--- src/rtl/spi_frame_loader.sv ---
// spi_frame_loader: SPI-fed double-buffered 8x8 two-color frame source.
// Frames commit to a pending buffer and swap in on the scan frame boundary.
module spi_frame_loader #(
    parameter logic [63:0] BLANK       = 64'hFFFF_FFFF_FFFF_FFFF,
    parameter int          SYNC_STAGES = 2
) (
    input  logic        clk,
    input  logic        reset,
    input  logic        sck,
    input  logic        sdi,
    input  logic        cs_n,
    input  logic        frame_sync,
    output logic [63:0] x_matrix,
    output logic [63:0] y_matrix,
    output logic        frame_pending,
    output logic        load_err
);

    typedef enum logic [1:0] {
        IDLE  = 2'd0,
        SHIFT = 2'd1,
        CHECK = 2'd2
    } state_t;

    logic [SYNC_STAGES-1:0] sck_sy;
    logic [SYNC_STAGES-1:0] sdi_sy;
    logic [SYNC_STAGES-1:0] cs_sy;
    logic                   sck_d;
    logic                   cs_d;

    logic sck_s;
    logic sdi_s;
    logic cs_s;
    logic sck_rise;
    logic cs_fall;
    logic cs_rise;

    state_t         state;
    logic [127:0]   shift_reg;
    logic [7:0]     bit_cnt;
    logic           ovf;
    logic [63:0]    pend_x;
    logic [63:0]    pend_y;

    assign sck_s    = sck_sy[SYNC_STAGES-1];
    assign sdi_s    = sdi_sy[SYNC_STAGES-1];
    assign cs_s     = cs_sy[SYNC_STAGES-1];
    assign sck_rise = sck_s & ~sck_d;
    assign cs_fall  = ~cs_s & cs_d;
    assign cs_rise  = cs_s & ~cs_d;

    // Pin synchronizers plus one delayed copy for edge detection; cs_n
    // resets high and sck low so release never fakes an edge.
    always_ff @(posedge clk or negedge reset) begin
        if (!reset) begin
            sck_sy <= '0;
            sdi_sy <= '0;
            cs_sy  <= '1;
            sck_d  <= 1'b0;
            cs_d   <= 1'b1;
        end else begin
            sck_sy <= {sck_sy[SYNC_STAGES-2:0], sck};
            sdi_sy <= {sdi_sy[SYNC_STAGES-2:0], sdi};
            cs_sy  <= {cs_sy[SYNC_STAGES-2:0], cs_n};
            sck_d  <= sck_s;
            cs_d   <= cs_s;
        end
    end

    // Transaction FSM, pending buffer and display swap; a commit in the
    // same cycle as a swap lands after the swap has taken the old frame.
    always_ff @(posedge clk or negedge reset) begin
        if (!reset) begin
            state         <= IDLE;
            shift_reg     <= '0;
            bit_cnt       <= '0;
            ovf           <= 1'b0;
            pend_x        <= BLANK;
            pend_y        <= BLANK;
            x_matrix      <= BLANK;
            y_matrix      <= BLANK;
            frame_pending <= 1'b0;
            load_err      <= 1'b0;
        end else begin
            load_err <= 1'b0;

            if (frame_sync && frame_pending) begin
                x_matrix      <= pend_x;
                y_matrix      <= pend_y;
                frame_pending <= 1'b0;
            end

            unique case (state)
                IDLE: begin
                    if (cs_fall) begin
                        bit_cnt <= '0;
                        ovf     <= 1'b0;
                        state   <= SHIFT;
                    end
                end
                SHIFT: begin
                    if (sck_rise) begin
                        if (bit_cnt == 8'd128) begin
                            ovf <= 1'b1;
                        end else begin
                            shift_reg <= {shift_reg[126:0], sdi_s};
                            bit_cnt   <= bit_cnt + 8'd1;
                        end
                    end
                    if (cs_rise) begin
                        state <= CHECK;
                    end
                end
                CHECK: begin
                    if (bit_cnt == 8'd128 && !ovf) begin
                        pend_x        <= shift_reg[127:64];
                        pend_y        <= shift_reg[63:0];
                        frame_pending <= 1'b1;
                    end else begin
                        load_err <= 1'b1;
                    end
                    state <= IDLE;
                end
                default: state <= IDLE;
            endcase
        end
    end

endmodule

--- config.mk ---
export PLATFORM = sky130hd
export DESIGN_NAME = spi_frame_loader
export DESIGN_NICKNAME = d
export VERILOG_FILES = /design/src/rtl/spi_frame_loader.sv
export SDC_FILE = /design/constraint.sdc
export NUM_CORES = 1
export LEC_CHECK = 0
export CAP_MARGIN = 20
export CORE_MARGIN = 5
export CORE_UTILIZATION = 55
export DETAILED_ROUTE_END_ITERATION = 12
export HOLD_SLACK_MARGIN = 0.03
export PLACE_DENSITY = 0.8
export SYNTH_ARGS = -nofsm -noshare
export SYNTH_HDL_FRONTEND = slang
export SYNTH_SLANG_ARGS = --single-unit
--- constraint.sdc ---
create_clock -name clk -period 5.4 [get_ports clk]
set_input_delay 1.08 -clock clk [delete_from_list [all_inputs] [get_ports clk]]
set_output_delay 1.08 -clock clk [all_outputs]
set_load 0.005 [all_outputs]
==> results.txt <==
Sink Count: 405
part of the power in registers: 51.5%
Post-synth ARST share: 100.0%
vias per cell: 5.245
Routed WL: 24530 um
status: finished, final reports clean
min Tclk post-route: 3.303 ns
Hold WS: 0.3458 ns
Die Wd: 177.4 um
register area share after synthesis: 67.86%
final setup TNS: 0 ns
ys flop type: dfstp_2
share of power burned in the clock network: 45.5%
critical path arrival: 3.73 ns
final setup fails: 0
share of cells above drive strength 1: 57.33%
Comb pwr share: 2.9%
Post-Syn Area: 15410 um2
most common cell in the synthesized netlist: mux2_2
most common library cells after synthesis: 275 x mux2_2, 259 x dfstp_2, 146 x dfrtp_1, 109 x mux2_1, 22 x clkbuf_1
Vias: 7564
HPWL Detailed: 14740 um
Crit-path slowest cell: or4b_4
Crit Path Category: reg2reg
Syn Inst Count: 889
total CTS buffers: 41
critical-path cell list: inv_1, ha_1, nor3b_1, nand2_1, or4b_4, buf_4, mux2_1
gr busiest metal: met2
Post-CTS Setup Repair Bufs: 0
switching power: 1.241 mW
EDFF count, synth: 0
number of global-route vias before repair: 8082
worst-margin pin slew: 0.9620 ns
M3 GR Usage: 3.579%
top cells by area, synth: dfstp_2 44%, dfrtp_1 24%, mux2_2 20%, mux2_1 8.0%, buf_6 0.88%
post-synth top area share: 44.15%
crit-path max cell delay: 0.88 ns
startpoint types: flip-flop
htree depth: 2
antenna-violating nets left: 0
Worst Skew: 0.01625 ns
max FFs per register: 128
Simple-Gate Fraction of Synth Area: 1.502%
area of the multi-input gates: 4697 um2
Core Region: 27710 um2
synthesized-area fraction occupied by ao, oa, aoi and oai cells: 0.6332%
DIE AREA: 31470 um2
CP Max Fanout: 67
GRT Util Overall: 16.12%
total grt overflow: 0
# IOs: 136
global-route wire length before repair: 41910 um
sw frac: 20.46%
ant diodes: 0
Max Slew Vio Count: 0
Hold Violations, Final: 0
Post-Synth XOR/XNOR Area: 0%
Crit. End Element: flip-flop
Area Growth Syn to Fin: 19.67%
internal power: 4.823 mW
Period Utilization, post-route: 61.16%
PwrDens: 328.8 nW/um2
CTS Root Buffer Type: clkbuf_16
max_slew headroom: 35.87%
number of DRC violations after detailed-routing iteration 0: 297
RSZ-0062 raised after global routing: no
GP Congestion: 0.7470
row cnt: 61
Synth Area in Adders: 0.1624%
worst reg-to-reg setup slack: 2.10 ns
CTS tree: built
Pwr Total: 6.064 mW
DRT Pass-1 Iters: 4
Ys Warns: 0
nets: 1042
met2 Use GR: 25.54%
CTS Hold Bufs: 0
Synth Area per Inst: 17.34 um2
Hold/Removal Path Class: reg2reg
largest family of logic cells by synthesized area: multiplexers
maximum VDD drop: 0.0002497 V
largest net degree at the start of global routing: 115
worst-skew pair later-pin latency: 0.51 ns
clock tree buffer depth: 3
Post-CTS Resized: 0
mux cell area share after synthesis: 28.06%
Finished Cell Area: 18440 um2
fill cell instance count of the final layout: 1909
syn_nets: 897
Placed Area: 17100 um2
largest area contributor in the netlist: dfstp_2
Storage cell area: 10460 um2
Max Fclk: 0.3028 GHz
GRT met1 Usage: 22.95%
Req. time, crit path: 5.83 ns
Cell variety after synth: 34
# port buffers: 135
initial antenna violation count: 0
Max-cap violations: 0
Die Span Y: 177.4 um
Lkg Pwr: 8.285 nW
Worst-path clk slew: 0.06 ns
# DRC: 0
WL/cell: 17.01 um
Initial Util: 55.63%
#FFs+latches synth: 405
[per-layer routing]
metal	wire length, um	share of wire [%]
met1	11340	46
met2	11460	47
met3	1239	5.1
met4	486	2.0
met5	0	0
[logic make-up after synthesis]
group | after synthesis
adder cells (fa/ha/maj) | 2
AND/OR/NAND/NOR | 35
multiplexers | 384
flip-flops | 405
buffers and inverters | 46
AO/OA/AOI/OAI | 17
[critical path: cells and delay by family, from the launching register on]
family                   cells  cell delay (ns)
adder cells (fa/ha/maj)      1             0.15
buffers and inverters        2             0.63
flip-flops                   1             0.42
multiplexers                 1             0.44
AND/OR/NAND/NOR              3             1.51
[final timing paths]
| kind | to | cells after the start | start |
|---|---|---|---|
| max | pend_y[54]$_DFFE_PN1P_ | 7 | bit_cnt[0]$_DFFE_PN0P_ |
| min | sck_sy[1]$_DFF_PN0_ | 0 | sck_sy[0]$_DFF_PN0_ |
| max reg2reg | pend_y[54]$_DFFE_PN1P_ | 7 | bit_cnt[0]$_DFFE_PN0P_ |
| min reg2reg | sck_sy[1]$_DFF_PN0_ | 0 | sck_sy[0]$_DFF_PN0_ |
| max in group asynchronous | shift_reg[73]$_DFFE_PN0P_ | 2 | reset |
| min in group asynchronous | shift_reg[101]$_DFFE_PN0P_ | 1 | reset |
[layout by cell type (no fill, tap or decap), types with 3 or more instances in the layout]
cell and instances:
buf_12 4, clkdlybuf4s50_1 134, buf_4 5, dfstp_2 259
clkbuf_1 13, a21oi_1 3, clkbuf_16 41, mux2_1 109
bufinv_16 3, o21ai_0 9, nand3_1 3, nor2_1 6
inv_1 4, clkinv_2 6, clkbuf_8 9, nand2_1 7
dfrtp_1 146, mux2_2 275
[power groups by stage]
stage	registers [mW]	clock network [mW]	logic, mW
finish	3.13	2.76	0.178
CTS	3.12	2.83	0.185
detailed placement	3.17	0	0.185
global placement	3.17	0	0.180
floorplan	3.16	0	0.0970
global route	3.13	2.97	0.204
[layout make-up]
class	instances	area share [%]
clock buffers	63	6.499
flip-flops and latches	405	56.71
clock inverters	10	0.6919
repair buffers	144	7.991
multi-input cells	438	25.47
well taps	378	2.564
inverters	4	0.08141
[per-stage QoR]
stage	util, %	setup slack, ns	std cells
3_3_place_gp	61.71	2.124	1368
3_5_place_dp	61.71	2.061	1368
6_report	66.57	2.097	1442
4_1_cts	66.50	2.028	1441
5_1_grt	66.57	1.873	1442
2_1_floorplan	-	3.125	889
Power figures use the tool's default switching activity.
